### config.mk
export PLATFORM = sky130hd
export DESIGN_NAME = note_sequencer
export DESIGN_NICKNAME = d
export VERILOG_FILES = /design/src/rtl/note_pkg.sv /design/src/rtl/note_sequencer_beat_tick_gen.sv /design/src/rtl/note_sequencer.sv
export SDC_FILE = /design/constraint.sdc
export NUM_CORES = 1
export LEC_CHECK = 0
export CAP_MARGIN = 20
export CORE_MARGIN = 2
export CORE_UTILIZATION = 49
export DETAILED_ROUTE_END_ITERATION = 6
export PLACE_DENSITY = 0.78
export RECOVER_POWER = 100
export SKIP_LAST_GASP = 1
export SLEW_MARGIN = 20
export SYNTH_ARGS = -nofsm -noshare
export SYNTH_HDL_FRONTEND = slang
export SYNTH_HIERARCHICAL = 1
export SYNTH_SLANG_ARGS = --single-unit
### constraint.sdc
create_clock -name clk -period 3.35 [get_ports clk]
set_input_delay 0.67 -clock clk [delete_from_list [all_inputs] [get_ports clk]]
set_output_delay 0.67 -clock clk [all_outputs]
set_load 0.02 [all_outputs]
### src/rtl/note_pkg.sv
// Shared definitions for the note sequencer: state encoding, score-entry
// field positions and small helpers for unpacking a score entry.
package note_pkg;

  typedef enum logic [2:0] {
    IDLE   = 3'd0,
    FETCH  = 3'd1,
    LOAD   = 3'd2,
    PLAY   = 3'd3,
    PAUSED = 3'd4,
    DONE   = 3'd5
  } state_t;

  localparam int DUR_HI  = 15;
  localparam int DUR_LO  = 12;
  localparam int HIGH_HI = 11;
  localparam int HIGH_LO = 8;
  localparam int MED_HI  = 7;
  localparam int MED_LO  = 4;
  localparam int LOW_HI  = 3;
  localparam int LOW_LO  = 0;

  localparam logic [11:0] SILENCE = 12'h000;

  // Cycles spent in FETCH and LOAD between the final beat of one note and
  // the first PLAY cycle of the next.
  localparam int FETCH_LAT = 2;

  function automatic logic [3:0] entry_dur(input logic [15:0] e);
    return e[DUR_HI:DUR_LO];
  endfunction

  function automatic logic [11:0] entry_note(input logic [15:0] e);
    return {e[HIGH_HI:HIGH_LO], e[MED_HI:MED_LO], e[LOW_HI:LOW_LO]};
  endfunction

endpackage

### src/rtl/note_sequencer_beat_tick_gen.sv
// Beat divider: counts CLK_HZ/BEAT_HZ cycles per beat while run is high and
// pulses tick on the terminal count. clear restarts the beat.
module beat_tick_gen
  import note_pkg::*;
#(
  parameter int CLK_HZ      = 50000000,
  parameter int BEAT_HZ     = 4,
  parameter int CLEAR_PHASE = FETCH_LAT
) (
  input  logic clk,
  input  logic rst_n,
  input  logic run,
  input  logic clear,
  output logic tick
);

  localparam int TC = CLK_HZ / BEAT_HZ - 1;
  localparam int CW = $clog2(TC + 1);
  localparam int PH = (CLEAR_PHASE > TC) ? TC : CLEAR_PHASE;
  localparam logic [CW-1:0] TC_V = CW'(TC);
  localparam logic [CW-1:0] PH_V = CW'(PH);

  logic [CW-1:0] cnt;

  // Clearing starts the beat part-way in, so the fetch cycles that follow a
  // note's final beat are paid for out of the next note's first beat.
  always_ff @(posedge clk or negedge rst_n) begin
    if (!rst_n) begin
      cnt <= '0;
    end else if (clear) begin
      cnt <= PH_V;
    end else if (run) begin
      cnt <= (cnt == TC_V) ? '0 : cnt + 1'b1;
    end
  end

  assign tick = run && (cnt == TC_V);

endmodule

### src/rtl/note_sequencer.sv
// Score scheduler: walks the score ROM, holds each note for its beat count
// and drives the three note digits, with start/stop/pause/loop control.
module note_sequencer
  import note_pkg::*;
#(
  parameter int CLK_HZ  = 50000000,
  parameter int BEAT_HZ = 4,
  parameter int ADDR_W  = 8
) (
  input  logic              clk,
  input  logic              rst_n,
  input  logic              start,
  input  logic              stop,
  input  logic              pause,
  input  logic              loop_en,
  output logic [ADDR_W-1:0] rom_addr,
  output logic              rom_en,
  input  logic [15:0]       rom_data,
  output logic [3:0]        high,
  output logic [3:0]        med,
  output logic [3:0]        low,
  output logic              note_strobe,
  output logic              busy,
  output logic              done,
  output state_t            state_dbg
);

  localparam logic [ADDR_W-1:0] ADDR_LAST = '1;

  state_t            state, state_nxt;
  logic [ADDR_W-1:0] addr_q;
  logic [11:0]       note_q;
  logic [3:0]        beats_left;
  logic              strobe_q;
  logic              tick;
  logic              last_beat;
  logic              run;
  logic              clear;

  // Handshake: none; start/stop are single-cycle pulses sampled on clk,
  // pause/loop_en are levels, rom_data is valid the cycle after rom_en.
  assign run       = ((state == PLAY) || (state == PAUSED)) && !pause;
  assign clear     = stop || (state == LOAD);
  assign last_beat = tick && (beats_left <= 4'd1);

  beat_tick_gen #(
    .CLK_HZ (CLK_HZ),
    .BEAT_HZ(BEAT_HZ)
  ) u_beat (
    .clk  (clk),
    .rst_n(rst_n),
    .run  (run),
    .clear(clear),
    .tick (tick)
  );

  always_ff @(posedge clk or negedge rst_n) begin
    if (!rst_n) state <= IDLE;
    else        state <= state_nxt;
  end

  always_comb begin
    state_nxt = state;
    if (stop) begin
      state_nxt = IDLE;
    end else begin
      case (state)
        IDLE, DONE: if (start) state_nxt = FETCH;
        FETCH:      state_nxt = LOAD;
        LOAD: begin
          if (entry_dur(rom_data) == 4'd0) state_nxt = loop_en ? FETCH : DONE;
          else                             state_nxt = PLAY;
        end
        // A resumed PAUSED cycle already counts, so it can also finish the note.
        PLAY, PAUSED: begin
          if (pause)          state_nxt = PAUSED;
          else if (last_beat) state_nxt = ((addr_q == ADDR_LAST) && !loop_en) ? DONE : FETCH;
          else                state_nxt = PLAY;
        end
        default: state_nxt = IDLE;
      endcase
    end
  end

  always_ff @(posedge clk or negedge rst_n) begin
    if (!rst_n) begin
      addr_q     <= '0;
      note_q     <= SILENCE;
      beats_left <= '0;
      strobe_q   <= 1'b0;
    end else begin
      strobe_q <= 1'b0;
      if (stop) begin
        addr_q     <= '0;
        note_q     <= SILENCE;
        beats_left <= '0;
      end else begin
        case (state)
          IDLE, DONE: begin
            note_q <= SILENCE;
            if (start) addr_q <= '0;
          end
          LOAD: begin
            if (entry_dur(rom_data) == 4'd0) begin
              if (loop_en) addr_q <= '0;
            end else begin
              note_q     <= entry_note(rom_data);
              beats_left <= entry_dur(rom_data);
              strobe_q   <= 1'b1;
            end
          end
          PLAY, PAUSED: begin
            if (tick) begin
              if (beats_left > 4'd1)       beats_left <= beats_left - 4'd1;
              else if (addr_q != ADDR_LAST) addr_q    <= addr_q + 1'b1;
              else if (loop_en)             addr_q    <= '0;
            end
          end
          default: ;
        endcase
      end
    end
  end

  always_comb begin
    rom_en           = 1'b0;
    busy             = 1'b0;
    done             = 1'b0;
    {high, med, low} = SILENCE;
    case (state)
      FETCH: begin
        rom_en           = 1'b1;
        busy             = 1'b1;
        {high, med, low} = note_q;
      end
      LOAD, PLAY: begin
        busy             = 1'b1;
        {high, med, low} = note_q;
      end
      PAUSED:  busy = 1'b1;
      DONE:    done = 1'b1;
      default: ;
    endcase
  end

  assign rom_addr    = addr_q;
  assign note_strobe = strobe_q;
  assign state_dbg   = state;

endmodule

==> results of run 1 <==
==> registers in the layout, indices dropped and copies added (netlist names) <==
register / flops
note_strobe: 1
beats_left: 4
u_beat/cnt: 24
note_q: 12
rom_addr: 8
state_dbg: 3
==> path summary, 6_finish.rpt <==
kind,depth (start not counted),end,slack [ns]
worst min register to register,1,note_q[10]$_DFFE_PN0P_,0.50
min in group asynchronous,1,rom_addr[5]$_DFFE_PN0P_,0.73
worst max-delay path,4,high[2],0.39
worst min-delay path,1,note_q[10]$_DFFE_PN0P_,0.50
max in group asynchronous,2,u_beat/cnt[10]$_DFFE_PN0P_,0.74
worst max register to register,9,rom_addr[3]$_DFFE_PN0P_,0.42
==> metal layers <==
metal  share of wire  vias to the layer above  GRT usage  routed length (um)
li1                -                     1502          -                   -
met2            0.48                      117     0.3958                4086
met4           0.015                        0    0.08381                 126
met5               0                        -          0                   0
met3           0.048                       12    0.02857                 408
met1            0.46                     1537     0.3258                3910
==> where the power goes <==
part	total [uW]	leakage [uW]	internal (uW)	switching, uW
Sequential	651	0.000715	638	12.7
Combinational	170	0.000826	70.9	99.0
Clock	380	0.0000452	153	227
Total	1200	0.00159	862	339
==> critical path: cells and delay by family, from the launching register on <==
family,cells,cell delay [ns]
AND/OR/NAND/NOR,3,0.77
buffers and inverters,1,0.67
flip-flops,1,0.53
==> final cells by class <==
| cell class | instances | share of cell area |
|---|---|---|
| clock buffers | 5 | 0.01747 |
| clock inverters | 3 | 0.006353 |
| inverters | 13 | 0.01239 |
| multi-input cells | 287 | 0.4733 |
| flip-flops and latches | 52 | 0.3304 |
| well taps | 80 | 0.02541 |
| repair buffers | 58 | 0.1347 |
==> synth_stat cells (4+ instances only) <==
| master | count |
|---|---|
| a211oi_1 | 5 |
| a21oi_1 | 12 |
| a22o_1 | 14 |
| a41oi_1 | 4 |
| and2_1 | 13 |
| buf_2 | 7 |
| clkbuf_1 | 11 |
| dfrtp_1 | 52 |
| ha_1 | 4 |
| inv_1 | 11 |
| nand2_1 | 24 |
| nand2b_1 | 6 |
| nand3_1 | 9 |
| nand4_1 | 15 |
| nor2_1 | 38 |
| nor3_1 | 22 |
| nor3b_1 | 5 |
| nor4_1 | 8 |
| o211ai_1 | 6 |
| o21ai_0 | 15 |
| o31ai_1 | 5 |
| or3_1 | 4 |
| xnor2_1 | 7 |
| xor2_1 | 4 |
==> stage by stage <==
stage	hold slack (ns)	power [uW]	util	setup WS [ns]	std cells
floorplan	0.3744	766.2	-	0.02201	373
global route	0.5190	1263	0.5862	0.1122	498
finish	0.5025	1201	0.5862	0.3907	498
CTS	0.3904	1225	0.5959	0.3773	498
detailed placement	0.4785	844.9	0.5819	0.2632	490
global placement	0.4792	840.0	0.5819	0.3126	490
==> cells in the final DEF, fill, tap and decap left out, drive strengths merged, types with 11 or more instances in the layout <==
| cell | Yosys | layout |
|---|---|---|
| nand2 | 24 | 24 |
| o21ai | 16 | 16 |
| dlygate4sd3 | 0 | 27 |
| a21oi | 12 | 12 |
| nor2 | 38 | 38 |
| clkdlybuf4s50 | 0 | 20 |
| and2 | 13 | 13 |
| a22o | 14 | 14 |
| clkbuf | 12 | 11 |
| dfrtp | 52 | 52 |
| nand4 | 16 | 16 |
| nor3 | 22 | 22 |
| inv | 11 | 13 |
==> cell families after synthesis <==
logic type / synth area share
AO/OA/AOI/OAI: 0.2182
XOR/XNOR: 0.02877
adder cells (fa/ha/maj): 0.01495
buffers and inverters: 0.04335
flip-flops: 0.3886
multiplexers: 0.009716
AND/OR/NAND/NOR: 0.2963
==> impl_metrics.toml, run 1 <==
[worst_setup_path]
required_ns = 2.68
startpoint = "state_dbg[1]$_DFFE_PN0P_"
endpoint_kind = "primary output"
worst-setup-path-type = "reg -> out"
crit_path_cell_trace = "nor2_1 -> nor2_1 -> and2_1 -> dlygate4sd3_1"
slowest_stage = "dlygate4sd3_1"
critPathMaxFanout = 13
r2r_start = "state_dbg[1]$_DFFE_PN0P_"
critPathArrivalTime_ns = 2.29
worstSetupStartpointType = "flop"
critPathMostFrequentCell = "nor2_1"
slowest_delay_ns = 0.67

[drt]
ant_nets = 0
num_vias = 3168
drt-initial-drc-count = 229
drc = 0
vias_per_cell = 6.361
wl_per_cell_um = 17.13
dr.pass1.iters = 4
routed_wl_mm = 8.531

[cells_and_area]
fin_area_um2 = 3939
multiInputGateArea_um2 = 1864
fill_cells = 585
n_antenna_cell = 0
drive_gt1_frac = 0.06220
regArea_um2 = 1301
area_growth_syn_to_layout_pct = 17.64
fin_nets = 443

[timing]
setup_viol_count_final = 0
worst_pin_slew_ns = 1.615
period_needed_ns = 2.959
drv_slew = 30
maxSlewHeadroom = -0.07637
fin_crit_sh = 0.8834
rsz0062_at_grt = "no"
fmax_mhz = 337.9
hold_violations = 0
finalSetupTns_ns = 0
fin_skew_ns = 0.01951

[logic_synthesis]
ys_seq_elements = 52
synth.area.top_cells = "dfrtp_1 39%, nor2_1 4.3%, a22o_1 3.7%"
yosysSeqAreaShare = 0.3886
syn_nets = 399
synth-main-ff-cell = "dfrtp_1"
synthDistinctLibCells = 72
syn_inst = 373
synthArstFlopShare = 1.000
synth_edf_count = 0
synth_top_area_share = 0.3886
yosys.area.top_type = "dfrtp_1"
ys_warn_count = 6
syn_avg_cell_area_um2 = 8.976
syn_area_um2 = 3348

[global_routing]
antenna_found_initial = 0
globalRouteTotalUtil = 0.2396
grt_max_degree = 30
grt_overflow = 0
grt_pass1_wl_mm = 14.56
grt_pass1_vias = 3037

[floorplanning]
core_area_um2 = 6719
num_rows = 30
start_util = 0.4983
dieArea_um2 = 7510
io_pins = 49
die_w_um = 86.66
die_h_um = 86.66

[status]
outcome = "finished, violations left"
violations = "capacitance limit, slew limit"

[clocking]
hold_buffers = 0
clockBufferDepth = 2
htreeDepth = 2
cts-buffers-inserted = 5
cts_tree = "done"
cts_setup_buffers = 0
clock_sinks = 52
post_cts_resize_count = 0
cts-root-buf = "clkbuf_8"
clock_latency_ns = 0.32
clkTransAtPathRegs_ns = 0.09

[hold_path]
hold_start = "note_q[10]$_DFFE_PN0P_"
hold_class = "reg -> reg"

[job]
max_cap_viol_count = 1

[pwr]
ir_worst_vdd_v = 0.0001350
leakagePower_uw = 0.001587
power_density_nw_per_um2 = 304.8

[placed_design]
place_area_um2 = 3910
dp_hpwl_mm = 6.134
place_congestion = 0.8843
port_buffers = 48
No activity file was read; power rests on OpenSTA's default activity.
==> inputs of run 2 (changes only) <==
--- a/config.mk
+++ b/config.mk
@@ -9,7 +9,7 @@
 export CORE_MARGIN = 2
 export CORE_UTILIZATION = 49
 export DETAILED_ROUTE_END_ITERATION = 6
-export PLACE_DENSITY = 0.78
+export PLACE_DENSITY = 0.75
 export RECOVER_POWER = 100
 export SKIP_LAST_GASP = 1
 export SLEW_MARGIN = 20
==> constraint.sdc (replaced) <==
create_clock -name clk -period 2.9 [get_ports clk]
set_input_delay 0.58 -clock clk [delete_from_list [all_inputs] [get_ports clk]]
set_output_delay 0.58 -clock clk [all_outputs]
set_load 0.02 [all_outputs]
==> run 2 against run 1 <==
  * The flow finishes with violations (capacitance limit)
  * Cell count is 1.8% higher
  * Sequential cell count unchanged
  * Sequential power rose by 15%
  * Non-clock buffer count increased by 9
  * Count of clock-buffer cells in the layout stayed put
  * Clock skew decreased by 0.016 ns
  * Largest cell class unchanged
==> impl_metrics.toml, run 2 (synthesis results as in run 1) <==
[status]
outcome = "finished, violations left"
violations = "capacitance limit"

[timing]
hold_violations = 0
period_needed_ns = 2.759
fin_skew_ns = 0.003027
setup_ws_ns = 0.1406
fin_crit_sh = 0.9515
worst_pin_slew_ns = 1.489
drv_slew = 0
rsz0062_at_grt = "no"
fmax_mhz = 362.4
setup_viol_count_final = 0
maxSlewHeadroom = 0.007363

[worst_setup_path]
endpoint_kind = "flop"
worstSetupStartpointType = "flop"
worst-setup-path-type = "reg -> reg"
slowest_stage = "or4b_1"
crit_path_cell_trace = "or2b_1 -> a2bb2oi_1 -> nor2_4 -> clkinvlp_2 -> nor3_4 -> or4b_1 -> or3_4 -> a21oi_2 -> a22o_1"
critPathMaxFanout = 6
critPathArrivalTime_ns = 3.02
required_ns = 3.16
slowest_delay_ns = 0.59

[pwr]
intPower_uw = 1088
clockPowerShare = 0.351
seqPwrFrac = 0.506
p_switching_uw = 396.1
power_density_nw_per_um2 = 362.1
ir_worst_vdd_v = 0.0002066
swShare = 0.2670
leakagePower_uw = 0.001666
p_total_uw = 1484
pwr-share-comb = 0.142

[floorplanning]
start_util = 0.4983
core_area_um2 = 6719
io_pins = 49
die_w_um = 86.66
die_h_um = 86.66
num_rows = 30
dieArea_um2 = 7510

[global_routing]
antenna_found_initial = 0
grt_max_degree = 28
grt_pass1_vias = 3043
grt_overflow = 0
globalRouteTotalUtil = 0.2391
grt_pass1_wl_mm = 14.35

[job]
max_cap_viol_count = 1

[cells_and_area]
area_growth_syn_to_layout_pct = 22.38
largest_register_ffs = 24
fill_cells = 569
regMostFlops = "u_beat/cnt"
n_antenna_cell = 0
drive_gt1_frac = 0.1171
final_common_cell = "dfrtp_1"
fin_nets = 452
mostFrequentLayoutCells = "49 x dfrtp_1, 36 x nor2_1, 27 x dlygate4sd3_1"

[drt]
routed_wl_mm = 8.612
drt-initial-drc-count = 252
drc = 0
dr.pass1.iters = 5
wl_per_cell_um = 16.99
ant_nets = 0
vias_per_cell = 6.310
num_vias = 3199

[clocking]
clockBufferDepth = 2
cts_setup_buffers = 0
clkTransAtPathRegs_ns = 0.10
cts-root-buf = "clkbuf_8"
htreeDepth = 2
clock_latency_ns = 0.31
cts-buffers-inserted = 5
clock_sinks = 52
cts_tree = "done"

[placed_design]
port_buffers = 48
place_ws_ns = 0.08966
place_congestion = 0.9173
dp_hpwl_mm = 6.116

[hold_path]
hold_class = "reg -> reg"
==> run 2: changes by cell type in the layout (fill, tap and decap cells not counted), moves of 2 or more <==
cell	change
buf_4	+9
dfrtp_1	-3
dfrtp_2	+3
a21oi_1	-2
a21oi_2	+2
nor2_1	-2
nor2_4	+2
==> run 2: critical path: cells and delay by family, from the launching register on <==
family | cells | cell delay [ns]
AO/OA/AOI/OAI | 3 | 0.47
flip-flops | 1 | 0.41
buffers and inverters | 1 | 0.17
AND/OR/NAND/NOR | 5 | 1.65
==> run 2: timing repair <==
item	CTS	global route
setup endpoints to repair	0	3
hold endpoints to repair	0	0
gates resized for setup	0	1
hold buffers	0	0
==> run 2: cell type report <==
class	instances	area (um^2)	share of cell area
Clock buffer	5	68.82	0.01679
Clock inverter	3	46.29	0.01130
Inverter	13	50.05	0.01221
Multi-Input combinational cell	287	1926	0.4699
Sequential cell	52	1305	0.3185
Tap cell	80	100.1	0.02443
Timing Repair Buffer	67	601.8	0.1469
==> run 2: final timing paths <==
check / start / to / slack, ns / cells after the start
hold / removal: note_q[6]$_DFFE_PN0P_ / note_q[6]$_DFFE_PN0P_ / 0.50 / 1
setup / recovery: state_dbg[2]$_DFFE_PN0P_ / rom_addr[3]$_DFFE_PN0P_ / 0.14 / 9
min in group asynchronous: rst_n / u_beat/cnt[21]$_DFFE_PN0P_ / 0.60 / 1
setup reg to reg: state_dbg[2]$_DFFE_PN0P_ / rom_addr[3]$_DFFE_PN0P_ / 0.14 / 9
hold reg to reg: note_q[6]$_DFFE_PN0P_ / note_q[6]$_DFFE_PN0P_ / 0.50 / 1
max in group asynchronous: rst_n / rom_addr[4]$_DFFE_PN0P_ / 0.98 / 2
==> run 2: stage by stage <==
stage | hold WS (ns) | TNS (ns) | instance area [um^2] | utilization | instances
finish | 0.4992 | 0 | 4098 | 0.6099 | 507
floorplan | 0.2844 | -0.1054 | 3427 | - | 373
global route | 0.5303 | 0 | 4098 | 0.6099 | 507
detailed placement | 0.4737 | 0 | 4028 | 0.5994 | 499
global placement | 0.4748 | 0 | 4028 | 0.5994 | 499
CTS | 0.2800 | 0 | 4143 | 0.6166 | 507
==> run 2: power by group through the flow <==
stage	sequential (uW)	clock (uW)	combinational, uW
4_1_cts	751	540	225
2_1_floorplan	764	0	128
5_1_grt	754	571	232
6_report	751	521	211
3_5_place_dp	765	0	223
3_3_place_gp	765	0	221
==> run 2: per-layer routing <==
layer,track usage,vias to the layer above,wire length (um)
li1,-,1520,-
met1,0.3159,1562,3821
met2,0.3972,96,4196
met3,0.03905,21,377
met4,0.08523,0,216
met5,0,-,0
